## src/rtl/vscale_fetch_stage_pkg.sv

```systemverilog
`default_nettype none
// ============================================================================
// Module      : vscale_fetch_stage_pkg
// Description : Shared widths, defaults and sizing helpers for the fetch stage.
// Revision    : 1.0 - initial release
// ============================================================================
package vscale_fetch_stage_pkg;

    localparam int          DEF_XPR_LEN   = 32;
    localparam int          INST_WIDTH    = 32;
    localparam int          DEF_BUF_DEPTH = 3;
    localparam logic [31:0] DEF_RESET_PC  = 32'h200;

    // Pointer width for a circular buffer of the given depth (at least 1 bit).
    function automatic int ptr_width(input int depth);
        return (depth > 1) ? $clog2(depth) : 1;
    endfunction

    // Width able to hold an occupancy count from 0 up to depth inclusive.
    function automatic int cnt_width(input int depth);
        return $clog2(depth + 1);
    endfunction

endpackage
`default_nettype wire

```

## src/rtl/vscale_fetch_stage_if.sv

```systemverilog
`default_nettype none
// ============================================================================
// Module      : vscale_fetch_stage_if
// Description : Instruction-memory port and DX-side instruction handshake.
// Revision    : 1.0 - initial release
// ============================================================================
interface vscale_fetch_stage_if
    import vscale_fetch_stage_pkg::*;
#(
    parameter int XPR_LEN = DEF_XPR_LEN
);
    logic                  imem_req_valid;
    logic                  imem_req_ready;
    logic [XPR_LEN-1:0]    imem_addr;
    logic                  imem_resp_valid;
    logic [INST_WIDTH-1:0] imem_resp_data;
    logic                  imem_resp_badmem;
    logic                  inst_valid;
    logic                  inst_ready;
    logic [INST_WIDTH-1:0] inst_data;
    logic [XPR_LEN-1:0]    inst_pc;
    logic                  inst_badmem;

    // Fetch-stage side.
    modport master (
        output imem_req_valid, imem_addr, inst_valid, inst_data, inst_pc, inst_badmem,
        input  imem_req_ready, imem_resp_valid, imem_resp_data, imem_resp_badmem, inst_ready
    );

    // Memory / DX side.
    modport slave (
        input  imem_req_valid, imem_addr, inst_valid, inst_data, inst_pc, inst_badmem,
        output imem_req_ready, imem_resp_valid, imem_resp_data, imem_resp_badmem, inst_ready
    );
endinterface
`default_nettype wire

```

## src/rtl/vscale_fetch_fifo.sv

```systemverilog
`default_nettype none
// ============================================================================
// Module      : vscale_fetch_fifo
// Description : Synchronous circular FIFO with clear, count and head output.
// Revision    : 1.0 - initial release
// ============================================================================
module vscale_fetch_fifo
    import vscale_fetch_stage_pkg::*;
#(
    parameter  int WIDTH = 32,
    parameter  int DEPTH = DEF_BUF_DEPTH,
    localparam int PTR_W = ptr_width(DEPTH),
    localparam int CNT_W = cnt_width(DEPTH)
) (
    input  logic             clk,
    input  logic             reset,
    input  logic             clear,
    input  logic             push,
    input  logic [WIDTH-1:0] push_data,
    input  logic             pop,
    output logic [CNT_W-1:0] count,
    output logic [WIDTH-1:0] head
);

    logic [WIDTH-1:0] mem [DEPTH];
    logic [PTR_W-1:0] rd_ptr;
    logic [PTR_W-1:0] wr_ptr;

    function automatic logic [PTR_W-1:0] bump(input logic [PTR_W-1:0] p);
        return (p == PTR_W'(DEPTH - 1)) ? '0 : p + PTR_W'(1);
    endfunction

    assign head = mem[rd_ptr];

    // Storage write; contents need no reset since count gates visibility.
    always_ff @(posedge clk) begin
        if (push) begin
            mem[wr_ptr] <= push_data;
        end
    end

    // Pointers and occupancy; clear empties the FIFO and overrides push/pop.
    always_ff @(posedge clk) begin
        if (reset || clear) begin
            rd_ptr <= '0;
            wr_ptr <= '0;
            count  <= '0;
        end else begin
            if (push) wr_ptr <= bump(wr_ptr);
            if (pop)  rd_ptr <= bump(rd_ptr);
            count <= count + CNT_W'(push) - CNT_W'(pop);
        end
    end

    // Callers guarantee space on push and data on pop.
    a_no_overflow: assert property (@(posedge clk) disable iff (reset || clear)
        !(push && !pop && (count == CNT_W'(DEPTH))));
    a_no_underflow: assert property (@(posedge clk) disable iff (reset || clear)
        !(pop && (count == '0)));

endmodule
`default_nettype wire

```

## src/rtl/vscale_fetch_stage.sv

```systemverilog
`default_nettype none
// ============================================================================
// Module      : vscale_fetch_stage
// Description : Instruction fetch: owns PC_IF, issues credit-limited requests,
//               buffers in-order responses and hands them to DX; redirects
//               flush the buffer and discard in-flight responses.
// Revision    : 1.0 - initial release
// ============================================================================
module vscale_fetch_stage
    import vscale_fetch_stage_pkg::*;
#(
    parameter int                 XPR_LEN   = DEF_XPR_LEN,
    parameter int                 BUF_DEPTH = DEF_BUF_DEPTH,
    parameter logic [XPR_LEN-1:0] RESET_PC  = XPR_LEN'(DEF_RESET_PC)
) (
    input  logic               clk,
    input  logic               reset,
    input  logic [XPR_LEN-1:0] PC_PIF,
    input  logic               redirect,
    output logic [XPR_LEN-1:0] PC_IF,
    vscale_fetch_stage_if.master bus
);

    localparam int CNT_W  = cnt_width(BUF_DEPTH);
    localparam int RESP_W = INST_WIDTH + 1 + XPR_LEN;

    logic [CNT_W-1:0]   inflight;
    logic [CNT_W-1:0]   drop;
    logic [CNT_W-1:0]   buf_count;
    logic [CNT_W-1:0]   pc_count;
    logic [XPR_LEN-1:0] pc_head;
    logic [RESP_W-1:0]  resp_head;
    logic               credit;
    logic               accept;
    logic               resp_keep;
    logic               inst_pop;

    // Outstanding plus buffered never exceeds the buffer, so a kept response always fits.
    assign credit             = ({1'b0, inflight} + {1'b0, buf_count}) < (CNT_W + 1)'(BUF_DEPTH);
    assign bus.imem_req_valid = !reset && !redirect && credit;
    assign accept             = bus.imem_req_valid && bus.imem_req_ready;
    assign resp_keep          = bus.imem_resp_valid && !reset && !redirect && (drop == '0);
    assign inst_pop           = bus.inst_valid && bus.inst_ready;

    assign bus.imem_addr  = PC_IF;
    assign bus.inst_valid = (buf_count != '0);
    assign {bus.inst_data, bus.inst_badmem, bus.inst_pc} = resp_head;

    // PC_IF only moves on an accepted fetch or a redirect, so it holds during a stall.
    always_ff @(posedge clk) begin
        if (reset) begin
            PC_IF <= RESET_PC;
        end else if (accept || redirect) begin
            PC_IF <= PC_PIF;
        end
    end

    // In-flight and discard bookkeeping; a response arriving with a redirect is already stale.
    always_ff @(posedge clk) begin
        if (reset) begin
            inflight <= '0;
            drop     <= '0;
        end else begin
            inflight <= inflight + CNT_W'(accept) - CNT_W'(bus.imem_resp_valid);
            if (redirect) begin
                drop <= inflight - CNT_W'(bus.imem_resp_valid);
            end else if (bus.imem_resp_valid && (drop != '0)) begin
                drop <= drop - CNT_W'(1);
            end
        end
    end

    vscale_fetch_fifo #(
        .WIDTH (XPR_LEN),
        .DEPTH (BUF_DEPTH)
    ) u_pc_fifo (
        .clk       (clk),
        .reset     (reset),
        .clear     (redirect),
        .push      (accept),
        .push_data (PC_IF),
        .pop       (resp_keep),
        .count     (pc_count),
        .head      (pc_head)
    );

    vscale_fetch_fifo #(
        .WIDTH (RESP_W),
        .DEPTH (BUF_DEPTH)
    ) u_resp_fifo (
        .clk       (clk),
        .reset     (reset),
        .clear     (redirect),
        .push      (resp_keep),
        .push_data ({bus.imem_resp_data, bus.imem_resp_badmem, pc_head}),
        .pop       (inst_pop),
        .count     (buf_count),
        .head      (resp_head)
    );

    // Every live in-flight request has exactly one address waiting in the PC FIFO.
    a_pc_tracks_live: assert property (@(posedge clk) disable iff (reset)
        pc_count == (inflight - drop));
    a_no_spurious_resp: assert property (@(posedge clk) disable iff (reset)
        !(bus.imem_resp_valid && (inflight == '0)));

endmodule
`default_nettype wire

```

## src/flat_wrapper.sv

```systemverilog
// flat-port wrapper written by rule: the top's interface ports become plain ports
module vscale_fetch_stage_flat import vscale_fetch_stage_pkg::*;
#(
    parameter int                 XPR_LEN   = DEF_XPR_LEN,
    parameter int                 BUF_DEPTH = DEF_BUF_DEPTH,
    parameter logic [XPR_LEN-1:0] RESET_PC  = XPR_LEN'(DEF_RESET_PC)
)
  (clk, reset, PC_PIF, redirect, PC_IF, bus_imem_req_valid, bus_imem_addr, bus_inst_valid, bus_inst_data, bus_inst_pc, bus_inst_badmem, bus_imem_req_ready, bus_imem_resp_valid, bus_imem_resp_data, bus_imem_resp_badmem, bus_inst_ready);
  vscale_fetch_stage_if #(.XPR_LEN(XPR_LEN)) bus_i ();
  input  logic clk;
  input  logic reset;
  input  logic [XPR_LEN-1:0] PC_PIF;
  input  logic redirect;
  output logic [XPR_LEN-1:0] PC_IF;
  output wire logic [$bits(bus_i.imem_req_valid)-1:0] bus_imem_req_valid;
  output wire logic [$bits(bus_i.imem_addr)-1:0] bus_imem_addr;
  output wire logic [$bits(bus_i.inst_valid)-1:0] bus_inst_valid;
  output wire logic [$bits(bus_i.inst_data)-1:0] bus_inst_data;
  output wire logic [$bits(bus_i.inst_pc)-1:0] bus_inst_pc;
  output wire logic [$bits(bus_i.inst_badmem)-1:0] bus_inst_badmem;
  input wire logic [$bits(bus_i.imem_req_ready)-1:0] bus_imem_req_ready;
  input wire logic [$bits(bus_i.imem_resp_valid)-1:0] bus_imem_resp_valid;
  input wire logic [$bits(bus_i.imem_resp_data)-1:0] bus_imem_resp_data;
  input wire logic [$bits(bus_i.imem_resp_badmem)-1:0] bus_imem_resp_badmem;
  input wire logic [$bits(bus_i.inst_ready)-1:0] bus_inst_ready;
  assign bus_imem_req_valid = bus_i.imem_req_valid;
  assign bus_imem_addr = bus_i.imem_addr;
  assign bus_inst_valid = bus_i.inst_valid;
  assign bus_inst_data = bus_i.inst_data;
  assign bus_inst_pc = bus_i.inst_pc;
  assign bus_inst_badmem = bus_i.inst_badmem;
  assign bus_i.imem_req_ready = bus_imem_req_ready;
  assign bus_i.imem_resp_valid = bus_imem_resp_valid;
  assign bus_i.imem_resp_data = bus_imem_resp_data;
  assign bus_i.imem_resp_badmem = bus_imem_resp_badmem;
  assign bus_i.inst_ready = bus_inst_ready;
  vscale_fetch_stage #(.XPR_LEN(XPR_LEN), .BUF_DEPTH(BUF_DEPTH), .RESET_PC(RESET_PC)) u_core (.clk(clk), .reset(reset), .PC_PIF(PC_PIF), .redirect(redirect), .PC_IF(PC_IF), .bus(bus_i));
endmodule
```

## config.mk

```make
export PLATFORM = sky130hd
export DESIGN_NAME = vscale_fetch_stage_flat
export DESIGN_NICKNAME = d
export VERILOG_FILES = /design/src/rtl/vscale_fetch_stage_pkg.sv /design/src/rtl/vscale_fetch_stage_if.sv /design/src/rtl/vscale_fetch_fifo.sv /design/src/rtl/vscale_fetch_stage.sv /design/src/flat_wrapper.sv
export SDC_FILE = /design/constraint.sdc
export NUM_CORES = 1
export LEC_CHECK = 0
export ABC_AREA = 1
export BUFFER_PORTS_ARGS = -buffer_cell sky130_fd_sc_hd__buf_2
export CAP_MARGIN = 20
export CORE_MARGIN = 4
export CORE_UTILIZATION = 56
export DETAILED_ROUTE_END_ITERATION = 7
export GPL_TIMING_DRIVEN = 0
export PLACE_DENSITY = 0.78
export SLEW_MARGIN = 20
export SYNTH_ARGS = -nofsm -noshare
export SYNTH_HDL_FRONTEND = slang
export SYNTH_SLANG_ARGS = --single-unit
```

## constraint.sdc

```tcl
create_clock -name clk -period 6.8 [get_ports clk]
set_input_delay 0.68 -clock clk [delete_from_list [all_inputs] [get_ports clk]]
set_output_delay 0.68 -clock clk [all_outputs]
set_load 0.05 [all_outputs]
```

==> flow_summary.json, run 1 <==
{
  "wl_per_cell_um": 17.23,
  "drt_iter0_drc": 732,
  "syn_inst": 1072,
  "pre_cts_ws_ns": 3.727,
  "diodes": 0,
  "ant_nets": 0,
  "num_vias": 8892,
  "status": "completed",
  "clockBufferDepth": 3,
  "setup_tns_ns": 0,
  "crit_fanout": 10,
  "io_pins": 202,
  "cts_buffers": 35,
  "critical_path_arrival_ns": 2.29,
  "drv_slew": 0,
  "r2r_start": "u_core.u_resp_fifo.count[0]$_SDFF_PP0_",
  "fin_crit_sh_pct": 43.74,
  "io_buffers": 201,
  "cts_resized": 0,
  "grt_max_degree": 48,
  "synth_flop_cell": "edfxtp_1",
  "vdd_drop_max_v": 0.0001939,
  "synthTopCellsByArea": "edfxtp_1 (66%), a21oi_1 (8.8%), dfxtp_1 (7.6%), nor2_1 (4.1%), nand2_1 (4.0%)",
  "setup_viol": 0,
  "ctsHoldBuffers": 0,
  "hold_slack_ns": 0.3743,
  "skew_ns": 0.02323,
  "cts_htree_levels": 2,
  "min_path_cells": 1,
  "power.leakage_nw": 6.336,
  "cap_violations": 0,
  "critical_path.endpoint_type": "output port",
  "cts_tree": "done",
  "floorplan.initialDensity_pct": 57.52,
  "yosysWarnings": 0,
  "cts.sinks": 341,
  "synth_edf_count": 291,
  "grt_antenna_before_repair": 2,
  "hpwl_um": 19270,
  "syn_area_per_cell_um2": 12.26,
  "hold_violations": 0,
  "synth-seq-cells": 341,
  "drc_errors": 0,
  "grt_pass1_wl_um": 44540,
  "dieArea_um2": 25980,
  "grt_usage_pct": 21.68,
  "r2r_cells": 8,
  "area_growth_pct": 20.99,
  "required_ns": 6.12,
  "path_clk_slew_ns": 0.06,
  "gp_congestion": 0.8443,
  "fmaxAchievable_ghz": 0.3362,
  "rsz0062_at_grt": "no",
  "reg2reg_to": "u_core.u_pc_fifo.mem[2][7]$_DFFE_PP_",
  "fp.dieH_um": 161.2,
  "worst_pin_slew_ns": 0.7583,
  "wl_um": 28720,
  "die_x_um": 161.2,
  "fp-row-count": 55,
  "startpoint_type": "flip-flop",
  "drt-vias-per-instance": 5.334,
  "ys_seq_area_share_pct": 74.11,
  "first_global_vias": 8560,
  "overflow": 0,
  "period_needed_ns": 2.975,
  "slew_headroom_pct": 49.17,
  "hold_path.class": "in -> reg",
  "reg2reg_slack_ns": 3.93,
  "clock_latency_ns": 0.50,
  "postCtsSetupRepairBufs": 0,
  "power.density_nw_per_um2": 292.1,
  "coreArea_um2": 22850,
  "setup_slack_ns": 3.825,
  "drive_above_1_share_pct": 24.96,
  "cts-root-buf": "clkbuf_16",
  "synth_nets": 1150,
  "fin_nets": 1407,
  "yosysTopAreaCellShare_pct": 66.50,
  "synth_top_area_cell": "edfxtp_1",
  "synth_cell_type_count": 26,
  "hold_end": "u_core.u_resp_fifo.mem[1][36]$_DFFE_PP_",
  "min_from": "bus_imem_resp_data[3]",
  "crit_type": "reg -> out",
  "synth_area_um2": 13140,
  "fill_cells": 1607,
  "synthArstFlopShare_pct": 0,
  "dr.pass1.iters": 6
}
[kinds of logic after synthesis]
| logic type | count (synthesis) | synth area share [%] |
|---|---|---|
| buf+inv | 150 | 5.675 |
| flops | 341 | 74.11 |
| simple gates | 328 | 10.01 |
| compound gates | 244 | 9.350 |
| xor+xnor | 2 | 0.1333 |
| fa+ha+maj | 7 | 0.7236 |
[state kept, by name, indices dropped and copies added (netlist names), named ones only]
register,flops
u_core.PC_IF,32
u_core.drop,2
u_core.inflight,2
u_core.u_pc_fifo.mem,96
u_core.u_pc_fifo.rd_ptr,2
u_core.u_pc_fifo.wr_ptr,2
u_core.u_resp_fifo.count,2
u_core.u_resp_fifo.mem,195
u_core.u_resp_fifo.rd_ptr,2
u_core.u_resp_fifo.wr_ptr,2
[cell usage after synthesis (2+ instances only)]
| cell type | instances |
|---|---|
| nor2_1 | 144 |
| buf_6 | 5 |
| edfxtp_1 | 291 |
| buf_2 | 11 |
| o21ai_0 | 9 |
| inv_1 | 56 |
| nand2_1 | 139 |
| buf_4 | 35 |
| ha_1 | 6 |
| clkbuf_1 | 30 |
| or2_2 | 2 |
| dfxtp_1 | 50 |
| nor3_1 | 4 |
| a21oi_1 | 232 |
| inv_2 | 3 |
| buf_1 | 10 |
| o211ai_1 | 2 |
| nand3_1 | 35 |
[final cells by class]
type | count | area, um^2 | share of cell area (%)
Sequential cell | 341 | 9739 | 61.25
Multi-Input combinational cell | 581 | 2676 | 16.83
Timing Repair Buffer | 220 | 1196 | 7.523
Clock buffer | 45 | 944.7 | 5.941
Buffer | 91 | 524.3 | 3.297
Tap cell | 313 | 391.6 | 2.463
Inverter | 59 | 226.5 | 1.424
Clock inverter | 17 | 201.4 | 1.267
[worst max-delay path by stage]
stage                                              endpoint
global route                                bus_inst_pc[24]
global placement    u_core.u_resp_fifo.mem[2][46]$_DFFE_PP_
detailed placement  u_core.u_resp_fifo.mem[2][49]$_DFFE_PP_
finish                                      bus_inst_pc[23]
floorplan            u_core.u_resp_fifo.mem[2][0]$_DFFE_PP_
CTS                                         bus_inst_pc[22]
[per-layer routing]
| layer | part of all wire [%] | up-vias | routed length [um] | GRT usage [%] |
|---|---|---|---|---|
| met3 | 6.8 | 67 | 1967 | 4.057 |
| met5 | 0.094 | - | 27 | 0 |
| met2 | 48 | 396 | 13750 | 35.38 |
| met1 | 42 | 4200 | 12100 | 29.45 |
| met4 | 3.1 | 4 | 876 | 8.104 |
| li1 | - | 4225 | - | - |
[stage by stage]
stage | cell area (um^2) | total power, mW | cells | util (%)
finish | 15900 | 4.645 | 1667 | 69.59
global route | 15900 | 4.790 | 1667 | 69.59
CTS | 15900 | 4.672 | 1667 | 69.59
detailed placement | 14750 | 2.799 | 1605 | 64.58
global placement | 14540 | 2.788 | 1586 | 63.64
floorplan | 13140 | 2.681 | 1072 | -
[power by group]
part           total, mW  internal [mW]  switching, mW  leakage, nW
clock               1.89           1.14          0.749        0.553
combinational      0.404          0.112          0.293         2.73
sequential          2.35           2.32         0.0348         3.05
[cells in the final DEF (no fill, tap or decap), types with 4 or more instances in the layout]
| master | Yosys | routed |
|---|---|---|
| a21oi_1 | 232 | 232 |
| buf_1 | 10 | 10 |
| buf_2 | 11 | 212 |
| buf_4 | 35 | 48 |
| buf_6 | 5 | 9 |
| bufinv_16 | 0 | 4 |
| clkbuf_1 | 30 | 38 |
| clkbuf_16 | 0 | 36 |
| clkinv_2 | 0 | 5 |
| dfxtp_1 | 50 | 50 |
| edfxtp_1 | 291 | 291 |
| ha_1 | 6 | 6 |
| inv_1 | 56 | 54 |
| nand2_1 | 139 | 139 |
| nand3_1 | 35 | 35 |
| nor2_1 | 144 | 144 |
| nor3_2 | 0 | 4 |
| o21ai_0 | 9 | 9 |
[worst max-delay path, cell delays in order, from the launching register on]
cell	delay, ns
dfxtp_1	0.33
buf_2	0.24
buf_1	0.46
a21oi_1	0.13
a21oi_1	0.29
buf_2	0.33
(Power assumes the default switching activity.)
==> run 2: changes to the inputs <==
==> constraint.sdc (replaced) <==
create_clock -name clk -period 2.91 [get_ports clk]
set_input_delay 0.291 -clock clk [delete_from_list [all_inputs] [get_ports clk]]
set_output_delay 0.291 -clock clk [all_outputs]
set_load 0.05 [all_outputs]
==> flow_summary.json, run 2 (same netlist as run 1, synthesis figures left out) <==
{
  "setup_tns_ns": 0,
  "critical_path_arrival_ns": 2.94,
  "setup_slack_ns": 0.1946,
  "largest_reg_flops": 195,
  "pre_cts_ws_ns": 0.1497,
  "final_cell_area_um2": 16380,
  "ant_nets": 0,
  "overflow": 0,
  "fin_util_pct": 71.70,
  "skew_ns": 0.02572,
  "status": "completed",
  "fin_nets": 1449,
  "path_clk_slew_ns": 0.06,
  "layout_commonest_cell": "edfxtp_1",
  "cts_tree": "done",
  "floorplan.initialDensity_pct": 57.52,
  "setup_viol": 0,
  "grt_antenna_before_repair": 0,
  "die_x_um": 161.2,
  "worst_pin_slew_ns": 0.6792,
  "wl_um": 30010,
  "crit_fanout": 14,
  "cts_htree_levels": 2,
  "grt_pass1_wl_um": 46510,
  "gp_congestion": 0.8437,
  "largest-register": "u_core.u_resp_fifo.mem",
  "reg_top3": "u_core.u_resp_fifo.mem x195, u_core.u_pc_fifo.mem x96, u_core.PC_IF x32",
  "grt_max_degree": 48,
  "postPlaceCellArea_um2": 14810,
  "fp-row-count": 55,
  "slew_headroom_pct": 54.72,
  "clock_latency_ns": 0.52,
  "hold_slack_ns": 0.01209,
  "rsz0062_at_grt": "no",
  "hpwl_um": 19120,
  "drv_slew": 0,
  "diodes": 0,
  "fp.dieH_um": 161.2,
  "fmaxAchievable_ghz": 0.3683,
  "cts_resized": 0,
  "first_global_vias": 8740,
  "clockBufferDepth": 3,
  "area_growth_pct": 24.65,
  "drc_errors": 0,
  "fin_crit_sh_pct": 93.31,
  "cts_buffers": 34,
  "power.leakage_nw": 6.509,
  "power_mw": 10.69,
  "power.density_nw_per_um2": 652.4,
  "wl_per_cell_um": 17.56,
  "cap_violations": 0,
  "drt-vias-per-instance": 5.307,
  "drive_above_1_share_pct": 23.78,
  "dieArea_um2": 25980,
  "period_needed_ns": 2.715,
  "hold_violations": 0,
  "io_buffers": 201,
  "dr.pass1.iters": 5,
  "vdd_drop_max_v": 0.0003826,
  "drt_iter0_drc": 815,
  "coreArea_um2": 22850,
  "dp_cells": 1599,
  "fill_cells": 1519,
  "critical_path.endpoint_type": "flip-flop",
  "crit_type": "reg -> reg",
  "io_pins": 202,
  "cts-root-buf": "clkbuf_16",
  "final_cells": 1709,
  "layout_common_cells": "edfxtp_1 (291), a21oi_1 (232), buf_2 (212)",
  "grt_usage_pct": 22.58,
  "num_vias": 9069,
  "hold_path.class": "in -> reg",
  "cts.sinks": 341,
  "required_ns": 3.13,
  "startpoint_type": "flip-flop"
}
==> run 2: cell types whose count changed in the layout (fill, tap and decap cells not counted), sizes merged <==
cell	previous run	this run
dlygate4sd3	0	48
clkbuf	75	76
clkinvlp	3	1
bufinv	4	0
inv	60	61
clkinv	9	12
buf	281	276
==> run 2: layout make-up <==
| class | instances | area [um^2] | area share (%) |
|---|---|---|---|
| multi-input combinational | 581 | 2701 | 16.49 |
| buffer | 91 | 524.3 | 3.200 |
| inverter | 59 | 226.5 | 1.383 |
| tap | 313 | 391.6 | 2.391 |
| sequential | 341 | 9739 | 59.46 |
| timing repair buffer | 263 | 1715 | 10.47 |
| clock inverter | 15 | 81.33 | 0.4965 |
| clock buffer | 46 | 1001 | 6.111 |
==> run 2: timing repair <==
item | 4_1_cts | 5_1_grt
setup endpoints to repair | 0 | 3
endpoints found under the hold margin | 108 | 0
setup buffers | 0 | 1
hold buffers | 48 | 0
==> run 2: per-layer routing <==
layer / global-route usage (%) / share of wire, % / vias to the layer above
li1: - / - / 4305
met4: 7.290 / 2.3 / 0
met5: 0 / 0 / -
met2: 38.97 / 50 / 420
met3: 3.904 / 7.6 / 48
met1: 29.47 / 40 / 4296
==> run 2: critical path: stages, from the launching register on <==
cell	delay (ns)
dfxtp_1	0.33
ha_1	0.21
fa_1	0.43
nand2_1	0.14
nand4_4	0.22
buf_6	0.24
nor3_4	0.44
buf_8	0.24
buf_8	0.16
==> run 2: where the power goes <==
part           internal [mW]  leakage (nW)  switching (mW)
combinational          0.304          2.92           0.700
clock                   2.43         0.537            1.76
sequential              5.42          3.05          0.0851
==> run 2: final timing paths <==
kind | start | end | slack, ns | depth (start not counted)
setup / recovery | u_core.u_resp_fifo.count[0]$_SDFF_PP0_ | u_core.u_pc_fifo.mem[0][23]$_DFFE_PP_ | 0.19 | 8
hold / removal | PC_PIF[13] | u_core.PC_IF[13]$_SDFFE_PP0P_ | 0.01 | 3
setup reg to reg | u_core.u_resp_fifo.count[0]$_SDFF_PP0_ | u_core.u_pc_fifo.mem[0][23]$_DFFE_PP_ | 0.19 | 8
hold reg to reg | u_core.u_resp_fifo.wr_ptr[1]$_SDFFE_PP0P_ | u_core.u_resp_fifo.wr_ptr[1]$_SDFFE_PP0P_ | 0.48 | 2
==> run 3: changes to the inputs <==
==> constraint.sdc (replaced) <==
create_clock -name clk -period 2.9 [get_ports clk]
set_input_delay 0.29 -clock clk [delete_from_list [all_inputs] [get_ports clk]]
set_output_delay 0.29 -clock clk [all_outputs]
set_load 0.05 [all_outputs]
==> flow_summary.json, run 3 (same netlist as run 1, synthesis figures left out) <==
{
  "clock_latency_ns": 0.52,
  "power.density_nw_per_um2": 654.5,
  "worst_pin_slew_ns": 0.6718,
  "grt_max_degree": 48,
  "fin_nets": 1450,
  "floorplan.initialDensity_pct": 57.52,
  "final_cells": 1710,
  "grt_antenna_before_repair": 0,
  "fmaxAchievable_ghz": 0.3696,
  "min_from": "PC_PIF[13]",
  "critical_path_arrival_ns": 2.93,
  "wl_per_cell_um": 17.62,
  "required_ns": 3.12,
  "skew_ns": 0.02533,
  "status": "completed",
  "fin_util_pct": 71.74,
  "largest-register": "u_core.u_resp_fifo.mem",
  "cts_resized": 0,
  "layout_common_cells": "edfxtp_1 (291), a21oi_1 (232), buf_2 (212)",
  "cap_violations": 0,
  "fp-row-count": 55,
  "area_growth_pct": 24.73,
  "dp_cells": 1599,
  "coreArea_um2": 22850,
  "gp_congestion": 0.8437,
  "startpoint": "u_core.u_resp_fifo.count[0]$_SDFF_PP0_",
  "layout_commonest_cell": "edfxtp_1",
  "overflow": 0,
  "cts_buffers": 34,
  "drc_errors": 0,
  "hold_violations": 0,
  "pre_cts_ws_ns": 0.1397,
  "num_vias": 9079,
  "reg_top3": "u_core.u_resp_fifo.mem x195, u_core.u_pc_fifo.mem x96, u_core.PC_IF x32",
  "grt_usage_pct": 22.63,
  "diodes": 0,
  "power.leakage_nw": 6.513,
  "path_clk_slew_ns": 0.07,
  "slew_headroom_pct": 55.21,
  "critical_path.endpoint_type": "flip-flop",
  "hold_path.class": "in -> reg",
  "fp.dieH_um": 161.2,
  "cts-root-buf": "clkbuf_16",
  "hold_slack_ns": 0.01103,
  "drt-vias-per-instance": 5.309,
  "io_pins": 202,
  "grt_pass1_wl_um": 46610,
  "setup_viol": 0,
  "io_buffers": 201,
  "vdd_drop_max_v": 0.0003904,
  "setup_tns_ns": 0,
  "drt_iter0_drc": 830,
  "period_needed_ns": 2.706,
  "crit_fanout": 14,
  "cts_tree": "done",
  "die_x_um": 161.2,
  "wl_um": 30130,
  "startpoint_type": "flip-flop",
  "ant_nets": 0,
  "rsz0062_at_grt": "no",
  "dr.pass1.iters": 6,
  "crit_type": "reg -> reg",
  "cts_htree_levels": 2,
  "drv_slew": 0,
  "largest_reg_flops": 195,
  "hpwl_um": 19120,
  "drive_above_1_share_pct": 23.77,
  "setup_slack_ns": 0.1943,
  "dieArea_um2": 25980,
  "r2r_start": "u_core.u_resp_fifo.count[0]$_SDFF_PP0_",
  "cts.sinks": 341,
  "clockBufferDepth": 3,
  "fin_crit_sh_pct": 93.30,
  "first_global_vias": 8756
}
-- run 3: power breakdown --
part	internal, mW	switching [mW]	leakage [nW]	total [mW]
registers	5.43	0.0854	3.05	5.52
clock network	2.43	1.77	0.537	4.20
logic	0.306	0.703	2.92	1.01
total	8.17	2.55	6.51	10.7
-- run 3: final timing paths --
path | end | slack, ns | cells after the start
min | u_core.PC_IF[13]$_SDFFE_PP0P_ | 0.01 | 3
max | u_core.u_pc_fifo.mem[0][23]$_DFFE_PP_ | 0.19 | 8
max reg2reg | u_core.u_pc_fifo.mem[0][23]$_DFFE_PP_ | 0.19 | 8
min reg2reg | u_core.u_resp_fifo.wr_ptr[1]$_SDFFE_PP0P_ | 0.48 | 2
-- run 3: layout make-up --
| class | instances | area (um^2) |
|---|---|---|
| flip-flops and latches | 341 | 9739 |
| clock inverters | 15 | 81.33 |
| clock buffers | 46 | 1001 |
| plain buffers | 91 | 524.3 |
| fillers | 1518 | 6456 |
| multi-input cells | 581 | 2701 |
| well taps | 313 | 391.6 |
| repair buffers | 264 | 1725 |
| inverters | 59 | 226.5 |
-- run 3: layer usage --
layer / vias up / global-route usage (%) / share of wire, %
met5: - / 0 / 0
met4: 0 / 7.290 / 2.4
met3: 52 / 3.853 / 7.7
met2: 420 / 39.10 / 50
met1: 4298 / 29.53 / 40
li1: 4309 / - / -
-- run 3: critical path: stages, from the launching register on --
cell and delay, ns:
dfxtp_1 0.33, ha_1 0.21, fa_1 0.43, nand2_1 0.14, nand4_4 0.22, buf_6 0.24, nor3_4 0.43, buf_8 0.24
buf_8 0.16
-- run 3: stage by stage --
stage / cell area (um^2) / power (mW)
CTS: 16380 / 10.77
floorplan: 13170 / 6.286
finish: 16390 / 10.73
detailed placement: 14810 / 6.567
global placement: 14570 / 6.537
global route: 16390 / 11.08
-- run 3: what timing repair did --
action	in CTS	in global routing
hold buffers	49	0
buffers inserted	0	1
endpoints found under the hold margin	111	0
endpoints found under the setup margin	0	12
